**config.mk**
```make
export PLATFORM = sky130hd
export DESIGN_NAME = rom_fetch_sequencer_flat
export DESIGN_NICKNAME = d
export VERILOG_FILES = /design/src/rtl/rom_fetch_sequencer_if.sv /design/src/rtl/rom_fetch_sequencer.sv /design/src/flat_wrapper.sv
export SDC_FILE = /design/constraint.sdc
export NUM_CORES = 1
export LEC_CHECK = 0
export BUFFER_PORTS_ARGS = -buffer_cell sky130_fd_sc_hd__clkbuf_2
export CORE_UTILIZATION = 30
export DETAILED_ROUTE_END_ITERATION = 16
export HOLD_SLACK_MARGIN = 0.1
export PLACE_DENSITY_LB_ADDON = 0.15
export SYNTH_ARGS = -nofsm -noshare
export SYNTH_HDL_FRONTEND = slang
export SYNTH_SLANG_ARGS = --single-unit
```
**constraint.sdc**
```tcl
create_clock -name clk -period 2.53 [get_ports clk]
set_clock_uncertainty 0.05 [all_clocks]
set_input_delay 0.253 -clock clk [delete_from_list [all_inputs] [get_ports clk]]
set_output_delay 0.253 -clock clk [all_outputs]
set_load 0.02 [all_outputs]
```
**src/rtl/rom_fetch_sequencer_if.sv**
```systemverilog
`default_nettype none
// ============================================================================
// rom_fetch_sequencer_if : ROM bus, decoder handshake and redirect signals
// Rev 1.0
// ============================================================================
interface rom_fetch_sequencer_if;
  logic        en;
  logic [7:0]  rom_address;
  logic [15:0] rom_value;
  logic [15:0] instr;
  logic [7:0]  instr_pc;
  logic        instr_valid;
  logic        instr_ready;
  logic        redirect;
  logic [7:0]  redirect_pc;
  logic        halted;
  logic        fault;

  modport master (
    input  en, rom_value, instr_ready, redirect, redirect_pc,
    output rom_address, instr, instr_pc, instr_valid, halted, fault
  );

  modport slave (
    output en, rom_value, instr_ready, redirect, redirect_pc,
    input  rom_address, instr, instr_pc, instr_valid, halted, fault
  );
endinterface
`default_nettype wire

```
**src/rtl/rom_fetch_sequencer.sv**
```systemverilog
`default_nettype none
// ============================================================================
// rom_fetch_sequencer : PC / instruction-fetch controller for the program ROM
// Rev 1.0
// ============================================================================
module rom_fetch_sequencer #(
  parameter int          ROM_DEPTH   = 8,
  parameter logic [7:0]  RESET_PC    = 8'h00,
  parameter logic [15:0] HALT_OPCODE = 16'h0000
) (
  input  wire logic             clk,
  input  wire logic             rst_n,
  rom_fetch_sequencer_if.master bus
);

  typedef enum logic [1:0] {
    ST_RUN     = 2'd0,
    ST_HALT    = 2'd1,
    ST_FAULTED = 2'd2
  } state_t;

  localparam logic [8:0] c_depth   = 9'(ROM_DEPTH);
  localparam logic [7:0] c_last_pc = 8'(ROM_DEPTH - 1);

  state_t      r_state;
  logic [7:0]  r_pc;
  logic [15:0] r_instr;
  logic [7:0]  r_instr_pc;
  logic        r_valid;
  logic        r_halted;
  logic        r_fault;

  logic        w_load;
  logic        w_target_ok;
  logic [7:0]  w_next_pc;

  assign w_load = (r_state == ST_RUN) && bus.en && !bus.redirect &&
                  (!r_valid || bus.instr_ready);
  assign w_target_ok = ({1'b0, bus.redirect_pc} < c_depth);
  assign w_next_pc   = (r_pc == c_last_pc) ? 8'h00 : r_pc + 8'h01;

  always_ff @(posedge clk or negedge rst_n) begin
    if (!rst_n) begin
      r_state    <= ST_RUN;
      r_pc       <= RESET_PC;
      r_instr    <= 16'h0000;
      r_instr_pc <= 8'h00;
      r_valid    <= 1'b0;
      r_halted   <= 1'b0;
      r_fault    <= 1'b0;
    end else if (bus.redirect && (r_state != ST_FAULTED)) begin
      // A redirect always flushes the pending word, even if it is being accepted.
      r_valid <= 1'b0;
      if (w_target_ok) begin
        r_pc     <= bus.redirect_pc;
        r_state  <= ST_RUN;
        r_halted <= 1'b0;
      end else begin
        r_state  <= ST_FAULTED;
        r_halted <= 1'b1;
        r_fault  <= 1'b1;
      end
    end else if (w_load) begin
      r_instr    <= bus.rom_value;
      r_instr_pc <= r_pc;
      r_valid    <= 1'b1;
      r_pc       <= w_next_pc;
      if (bus.rom_value == HALT_OPCODE) begin
        r_state  <= ST_HALT;
        r_halted <= 1'b1;
      end
    end else if (r_valid && bus.instr_ready) begin
      r_valid <= 1'b0;
    end
  end

  assign bus.rom_address = r_pc;
  assign bus.instr       = r_instr;
  assign bus.instr_pc    = r_instr_pc;
  assign bus.instr_valid = r_valid;
  assign bus.halted      = r_halted;
  assign bus.fault       = r_fault;

endmodule
`default_nettype wire

```
**src/flat_wrapper.sv**
```systemverilog
// flat-port wrapper written by rule: the top's interface ports become plain ports
module rom_fetch_sequencer_flat 
#(
  parameter int          ROM_DEPTH   = 8,
  parameter logic [7:0]  RESET_PC    = 8'h00,
  parameter logic [15:0] HALT_OPCODE = 16'h0000
)
  (clk, rst_n, bus_en, bus_rom_value, bus_instr_ready, bus_redirect, bus_redirect_pc, bus_rom_address, bus_instr, bus_instr_pc, bus_instr_valid, bus_halted, bus_fault);
  rom_fetch_sequencer_if bus_i ();
  input  wire logic clk;
  input  wire logic rst_n;
  input wire logic [$bits(bus_i.en)-1:0] bus_en;
  input wire logic [$bits(bus_i.rom_value)-1:0] bus_rom_value;
  input wire logic [$bits(bus_i.instr_ready)-1:0] bus_instr_ready;
  input wire logic [$bits(bus_i.redirect)-1:0] bus_redirect;
  input wire logic [$bits(bus_i.redirect_pc)-1:0] bus_redirect_pc;
  output wire logic [$bits(bus_i.rom_address)-1:0] bus_rom_address;
  output wire logic [$bits(bus_i.instr)-1:0] bus_instr;
  output wire logic [$bits(bus_i.instr_pc)-1:0] bus_instr_pc;
  output wire logic [$bits(bus_i.instr_valid)-1:0] bus_instr_valid;
  output wire logic [$bits(bus_i.halted)-1:0] bus_halted;
  output wire logic [$bits(bus_i.fault)-1:0] bus_fault;
  assign bus_i.en = bus_en;
  assign bus_i.rom_value = bus_rom_value;
  assign bus_i.instr_ready = bus_instr_ready;
  assign bus_i.redirect = bus_redirect;
  assign bus_i.redirect_pc = bus_redirect_pc;
  assign bus_rom_address = bus_i.rom_address;
  assign bus_instr = bus_i.instr;
  assign bus_instr_pc = bus_i.instr_pc;
  assign bus_instr_valid = bus_i.instr_valid;
  assign bus_halted = bus_i.halted;
  assign bus_fault = bus_i.fault;
  rom_fetch_sequencer #(.ROM_DEPTH(ROM_DEPTH), .RESET_PC(RESET_PC), .HALT_OPCODE(HALT_OPCODE)) u_core (.clk(clk), .rst_n(rst_n), .bus(bus_i));
endmodule
```
==> results of run 1 <==
==> through the flow <==
stage               hold WS, ns   util  cells  worst slack, ns
finish                    0.161  0.411    270            0.627
global route              0.149  0.411    270            0.488
CTS                       0.152  0.411    270            0.623
detailed placement        0.392  0.393    261            0.403
global placement          0.372  0.393    261            0.413
floorplan               -0.0926      -    132            0.482
==> power groups by stage <==
| stage | combinational, mW | clock (mW) | sequential (mW) |
|---|---|---|---|
| 6_report | 0.137 | 0.403 | 0.640 |
| 5_1_grt | 0.152 | 0.449 | 0.644 |
| 4_1_cts | 0.141 | 0.420 | 0.640 |
| 3_5_place_dp | 0.139 | 0 | 0.651 |
| 3_3_place_gp | 0.136 | 0 | 0.650 |
| 2_1_floorplan | 0.0325 | 0 | 0.681 |
==> state kept, by name, indices dropped and copies added (netlist names) <==
signal                  flops
u_core.bus.instr           16
u_core.bus.instr_pc         8
u_core.bus.rom_address      8
u_core.r_state              2
u_core.bus.fault            1
u_core.bus.halted           1
u_core.bus.instr_valid      1
==> layer usage <==
| layer | vias to the layer above | GRT usage | wire (µm) |
|---|---|---|---|
| met2 | 44 | 0.256 | 1990 |
| met3 | 7 | 0.0395 | 224 |
| met4 | 0 | 0.0731 | 72 |
| met1 | 652 | 0.176 | 1640 |
| met5 | - | 0 | 0 |
| li1 | 634 | - | - |
==> placed cells by master (no fill, tap or decap), types with 3 or more instances in the layout <==
master,Yosys,final
sky130_fd_sc_hd__nand2b_1,3,3
sky130_fd_sc_hd__clkbuf_8,0,5
sky130_fd_sc_hd__clkbuf_2,0,63
sky130_fd_sc_hd__dfrtp_1,37,37
sky130_fd_sc_hd__nand2_1,4,4
sky130_fd_sc_hd__nor2_1,5,5
sky130_fd_sc_hd__nor4_1,4,4
sky130_fd_sc_hd__nand3_1,9,9
sky130_fd_sc_hd__and3_1,5,5
sky130_fd_sc_hd__a22oi_1,3,3
sky130_fd_sc_hd__mux2_2,26,26
==> worst max-delay path: stages (launching register included) <==
cell and delay [ns]:
sky130_fd_sc_hd__dfrtp_1 0.48, sky130_fd_sc_hd__or4_1 0.55, sky130_fd_sc_hd__nor3_1 0.28, sky130_fd_sc_hd__nor3_1 0.12, sky130_fd_sc_hd__a221o_1 0.31
==> area by class of cell <==
cell class                      count  area [µm²]
Clock inverter                      3        17.5
Sequential cell                    37         926
Inverter                            2        7.51
Tap cell                           70        87.6
Timing Repair Buffer               65         333
Fill cell                         530        3070
Multi-Input combinational cell     88         699
Clock buffer                        5        68.8
==> worst paths after layout <==
path	start	end	slack, ns	cells after the start
hold reg to reg	u_core.bus.fault$_DFFE_PN0P_	u_core.bus.fault$_DFFE_PN0P_	0.43	1
hold / removal	bus_rom_value[4]	u_core.bus.instr[4]$_DFFE_PN0P_	0.16	2
setup / recovery	u_core.bus.rom_address[3]$_DFFE_PN0P_	u_core.bus.rom_address[6]$_DFFE_PN0P_	0.63	4
min in group asynchronous	rst_n	u_core.bus.instr_pc[5]$_DFFE_PN0P_	0.57	2
setup reg to reg	u_core.bus.rom_address[3]$_DFFE_PN0P_	u_core.bus.rom_address[6]$_DFFE_PN0P_	0.63	4
max in group asynchronous	rst_n	u_core.bus.instr[3]$_DFFE_PN0P_	1.29	2
==> cells by family after synthesis <==
family                   count (synthesis)
buffers and inverters                    7
adder cells (fa/ha/maj)                  1
multiplexers                            26
AO/OA/AOI/OAI                           18
flip-flops                              37
AND/OR/NAND/NOR                         43
==> impl_metrics.py, run 1 <==
metrics = {
    "pwr": {
        "p_comb_frac": 0.116,
        "ir_drop_uv": 279,
        "clock_power_share": 0.341,
        "power.internal_mw": 0.868,
        "power.share.sequential": 0.542,
        "total_leakage_power_nw": 1.12,
        "p_sw_mw": 0.312,
        "net_switching_share_of_the_total_power": 0.264,
        "cellPowerDensity_nw_per_um2": 551,
        "design_power_total_mw": 1.18,
    },
    "critical_path": {
        "worstPathRequired_ns": 2.66,
        "crit_path_max_fanout": 8,
        "endpoint_kind": "flip-flop",
        "cp_data_arrival_time_ns": 2.03,
        "timing_worst_setup_path_type": "reg -> reg",
        "start_kind": "flip-flop",
    },
    "yosys": {
        "synth.cells.most_frequent": "sky130_fd_sc_hd__dfrtp_1 (37), sky130_fd_sc_hd__mux2_2 (26), sky130_fd_sc_hd__nand3_1 (9)",
        "synthDominantCellAreaShare": 0.558,
        "synth_cell_type_count": 35,
        "synth-xor-area-share": 0,
        "synth_cells": 132,
        "main_combinational_cell_family_by_area_after_synthesis": "multiplexers",
        "synth-edff-count": 0,
        "synthAdderAreaFrac": 0.00754,
        "post_synth.cell_area_avg_um2": 12.6,
        "yosysMostFrequentCell": "sky130_fd_sc_hd__dfrtp_1",
        "mappedNetlistArea_um2": 1660,
        "asyncSetResetFlopFracSynth": 1.00,
        "synth_compound_area_frac": 0.0867,
        "synth_top_cells_by_area": "sky130_fd_sc_hd__dfrtp_1 (56%), sky130_fd_sc_hd__mux2_2 (18%), sky130_fd_sc_hd__nand3_1 (2.7%)",
        "synth_simple_gate_area_share": 0.151,
        "post_synthesis_cell_type_with_the_largest_combined_area": "sky130_fd_sc_hd__dfrtp_1",
        "synth.mux.area_fraction": 0.176,
        "synthesis.yosys.warnings": 0,
        "synth_ff_type": "sky130_fd_sc_hd__dfrtp_1",
        "portion_of_the_post_synthesis_area_used_by_sequential_elements": 0.558,
        "synth.net_count": 162,
        "synth-seq-cells": 37,
    },
    "die": {
        "ioPinCount": 64,
        "die_width_um": 76.4,
        "design.core.area_um2": 5200,
        "placementRows": 26,
        "dieHeight_um": 76.4,
        "die_area_um2": 5830,
        "initial_core_util": 0.319,
    },
    "sta": {
        "final-max-slew-violation-count": 0,
        "maxSlewHeadroom": 0.395,
        "finalSetupTns_ns": 0,
        "achievable-frequency_ghz": 0.526,
        "setup_repair_after_global_routing_missed_its_margin": "false",
        "timing.final.crit_share": 0.752,
        "tightestPinTransition_ns": 0.907,
        "setup_violations": 0,
        "finalHoldViolCount": 0,
        "post-route-min-period_ns": 1.90,
    },
    "placed_design": {
        "placed_area_um2": 2040,
        "gp_congestion": 0.817,
        "dpl.hpwl_um": 2850,
        "placement.io_buffers": 63,
    },
    "cts": {
        "cts_setup_buffers": 0,
        "cts_hold_buf": 1,
        "cts_tree": "built",
        "worst_skew_pair.late_latency_ns": 0.29,
        "worst_setup_hold_path_clk_slew_ns": 0.08,
        "cts.htree.levels": 2,
        "cts_bufs_inserted": 5,
        "clockRootBuffer": "sky130_fd_sc_hd__clkbuf_8",
        "max-clock-path-buffers": 2,
        "ctsResizeCount": 0,
        "cts_num_sinks": 37,
    },
    "cells_and_area": {
        "finish.net_count": 229,
        "layout.cell_area.non_filler_um2": 2140,
        "drive_above_1_share": 0.515,
        "n_antenna_cell": 0,
        "areaGrowthSynthToFinish_pct": 29.0,
    },
    "routing": {
        "post_drt_wl_per_cell_um": 14.5,
        "viasPerCell": 4.95,
        "drt_wl_total_um": 3920,
        "first_pass_iters": 4,
        "initialDrtViolationCount": 69,
        "detailroute.via_count": 1337,
        "ant_nets": 0,
        "drcViolationCount": 0,
    },
    "grt": {
        "antenna_found_initial": 0,
        "grt_pass1_wl_um": 6800,
        "largest_net_degree_at_the_start_of_global_routing": 38,
        "first_global_vias": 1439,
        "grt_overflow": 0,
        "globalRouteTotalUtil": 0.151,
    },
    "job": {
        "max_cap_violation_count": 0,
    },
    "outcome": {
        "outcome": "completed",
    },
    "worst_hold_path": {
        "worst_hold_check_path_type": "in -> reg",
    },
}
Note: power is estimated with default switching activity, not from simulation.
==> run 2: changes to the inputs <==
Settings changed: ABC_AREA set to 1.
Clock period 2.53 ns to 1.6 ns, I/O delays scaled along.
==> impl_metrics.py, run 2 <==
metrics = {
    "routing": {
        "ant_nets": 0,
        "viasPerCell": 4.22,
        "detailroute.via_count": 1715,
        "drt_wl_total_um": 4680,
        "post_drt_wl_per_cell_um": 11.5,
        "initialDrtViolationCount": 106,
        "drcViolationCount": 0,
        "first_pass_iters": 4,
    },
    "grt": {
        "largest_net_degree_at_the_start_of_global_routing": 27,
        "first_global_vias": 1695,
        "antenna_found_initial": 0,
        "grt_pass1_wl_um": 7780,
        "grt_overflow": 0,
        "globalRouteTotalUtil": 0.158,
    },
    "placed_design": {
        "placement.io_buffers": 63,
        "place.detailed.instances": 380,
        "placed_area_um2": 2240,
        "gp_congestion": 0.819,
        "dpl.hpwl_um": 3420,
    },
    "critical_path": {
        "worstPathRequired_ns": 1.74,
        "cp_cell_sequence": "ha_1 > nand2_1 > nor2_1 > nand2_1 > nand3_1 > nand2_1 > nand2_1 > nand2_1",
        "critPathMaxStageDelay_ns": 0.43,
        "timing_worst_setup_path_type": "reg -> reg",
        "cp_slowest_cell": "sky130_fd_sc_hd__dfrtp_2",
        "timing.reg2reg.setup_slack_ns": 0.22,
        "cp_data_arrival_time_ns": 1.52,
        "worstPathBufferInverterCount": 0,
        "start_kind": "flip-flop",
        "critical-path-top-cell-by-count": "sky130_fd_sc_hd__nand2_1",
        "cell_family_with_most_cp_delay": "simple AND/OR/NAND/NOR gates",
        "reg2reg_from": "u_core.bus.rom_address[1]$_DFFE_PN0P_",
        "critical_path.reg2reg.endpoint": "u_core.bus.rom_address[0]$_DFFE_PN0P_",
        "crit_path_max_fanout": 6,
        "endpoint_kind": "flip-flop",
        "reg2reg_depth": 8,
        "worstSetupStartpoint": "u_core.bus.rom_address[1]$_DFFE_PN0P_",
    },
    "job": {
        "max_cap_violation_count": 0,
    },
    "die": {
        "die_area_um2": 6510,
        "dieHeight_um": 80.7,
        "initial_core_util": 0.312,
        "die_width_um": 80.7,
        "placementRows": 28,
        "ioPinCount": 64,
        "design.core.area_um2": 5960,
    },
    "sta": {
        "achievable-frequency_ghz": 0.726,
        "setup_repair_after_global_routing_missed_its_margin": "false",
        "timing.final.crit_share": 0.860,
        "maxSlewHeadroom": 0.569,
        "finalHoldViolCount": 0,
        "post-route-min-period_ns": 1.38,
        "tightestPinTransition_ns": 0.646,
        "finalHoldWorstSlack_ns": 0.118,
        "final-max-slew-violation-count": 0,
        "setup_violations": 0,
        "finalSetupTns_ns": 0,
    },
    "yosys": {
        "synth_ff_type": "sky130_fd_sc_hd__dfrtp_1",
        "post_synthesis_cell_type_with_the_largest_combined_area": "sky130_fd_sc_hd__dfrtp_1",
        "synth.cells.most_frequent": "sky130_fd_sc_hd__nand2_1 (107), sky130_fd_sc_hd__dfrtp_1 (37), sky130_fd_sc_hd__nor2_1 (23)",
        "mappedNetlistArea_um2": 1860,
        "synthDominantCellAreaShare": 0.499,
        "synthesis.yosys.warnings": 0,
        "post_synth.cell_area_avg_um2": 7.58,
        "synth.net_count": 275,
        "synth-seq-cells": 37,
        "synth_cells": 245,
        "synth-edff-count": 0,
        "synth_top_cells_by_area": "sky130_fd_sc_hd__dfrtp_1 (50%), sky130_fd_sc_hd__nand2_1 (22%), sky130_fd_sc_hd__nand3_1 (5.7%)",
        "synth_cell_type_count": 20,
        "asyncSetResetFlopFracSynth": 1.00,
        "portion_of_the_post_synthesis_area_used_by_sequential_elements": 0.499,
        "yosysMostFrequentCell": "sky130_fd_sc_hd__nand2_1",
    },
    "worst_hold_path": {
        "worst_hold_startpoint": "bus_redirect_pc[0]",
        "timing.hold.worst_endpoint": "u_core.bus.rom_address[0]$_DFFE_PN0P_",
        "min_delay_path_depth": 5,
        "worst_hold_check_path_type": "in -> reg",
    },
    "cells_and_area": {
        "layout.cell_area.non_filler_um2": 2510,
        "n_antenna_cell": 0,
        "drive_above_1_share": 0.275,
        "layoutNonFillerInstCount": 406,
        "filler_cell_count": 651,
        "largest_register_ffs": 16,
        "areaGrowthSynthToFinish_pct": 35.2,
        "finish.net_count": 360,
        "layout.area.seq_um2": 927,
        "multi_input_area_um2": 786,
        "layout_commonest_cell": "sky130_fd_sc_hd__nand2_1",
        "layout_common_cells": "sky130_fd_sc_hd__nand2_1 (107), sky130_fd_sc_hd__clkbuf_2 (63), sky130_fd_sc_hd__dfrtp_1 (36)",
    },
    "cts": {
        "cts_tree": "built",
        "max-clock-path-buffers": 2,
        "cts.htree.levels": 2,
        "cts_setup_buffers": 0,
        "worst_setup_hold_path_clk_slew_ns": 0.08,
        "cts_num_sinks": 37,
        "cts_bufs_inserted": 5,
        "clockRootBuffer": "sky130_fd_sc_hd__clkbuf_8",
        "worst_skew_pair.late_latency_ns": 0.29,
    },
    "outcome": {
        "outcome": "completed",
    },
    "pwr": {
        "cellPowerDensity_nw_per_um2": 1690,
        "design_power_total_mw": 4.25,
        "total_leakage_power_nw": 1.39,
        "ir_drop_uv": 576,
    },
}
run 2: power breakdown:
part / total, mW / leakage, nW / internal, mW / switching (mW)
Clock: 0.655 / 0.0439 / 0.301 / 0.355
Sequential: 1.66 / 0.454 / 1.35 / 0.309
Combinational: 1.94 / 0.891 / 0.669 / 1.27
Total: 4.25 / 1.39 / 2.32 / 1.93
run 2: routing by layer:
metal | vias to the layer above | wire, µm | GRT usage
met5 | - | 0 | 0
met4 | 0 | 74 | 0.0536
met3 | 6 | 179 | 0.0409
met2 | 29 | 2130 | 0.247
met1 | 759 | 2300 | 0.208
li1 | 921 | - | -
run 2: area by class of cell:
class                      count  area share
sequential                    37       0.369
timing repair buffer          85       0.209
clock inverter                 3     0.00698
clock buffer                   5      0.0274
tap                           75      0.0374
multi-input combinational    178       0.313
inverter                      23      0.0364
run 2: cells by family after synthesis:
group | Yosys count | synth area share
DFF | 37 | 0.499
and+or+nand+nor | 161 | 0.370
adders and majority gates | 1 | 0.00674
AOI/OAI and AO/OA | 16 | 0.0451
buffers and inverters | 30 | 0.0795
run 2: worst max path at each step:
stage	to	slack, ns	cells after the start
finish	u_core.bus.rom_address[0]$_DFFE_PN0P_	0.22	8
floorplan	u_core.bus.rom_address[6]$_DFFE_PN0P_	0.20	8
global route	u_core.bus.rom_address[6]$_DFFE_PN0P_	0.04	9
global placement	u_core.bus.rom_address[6]$_DFFE_PN0P_	0.19	8
CTS	u_core.bus.rom_address[6]$_DFFE_PN0P_	0.15	8
detailed placement	u_core.bus.rom_address[6]$_DFFE_PN0P_	0.16	8
run 2: repair_timing:
item                                   in CTS  in global routing
hold buffers                               18                  0
endpoints found under the hold margin      41                  0
setup endpoints to repair                   0                  5
gates resized for setup                     0                  2
run 2: per-stage QoR:
step | worst slack [ns] | util
6_report | 0.223 | 0.421
5_1_grt | 0.0414 | 0.421
3_5_place_dp | 0.162 | 0.376
3_3_place_gp | 0.190 | 0.376
2_1_floorplan | 0.201 | -
4_1_cts | 0.147 | 0.421
run 2: worst min-delay path, stage by stage:
cell                       delay (ns)
sky130_fd_sc_hd__clkbuf_2        0.08
sky130_fd_sc_hd__nand2_1         0.04
sky130_fd_sc_hd__nand2_1         0.06
sky130_fd_sc_hd__nand2_1         0.04
sky130_fd_sc_hd__nand2_1         0.05
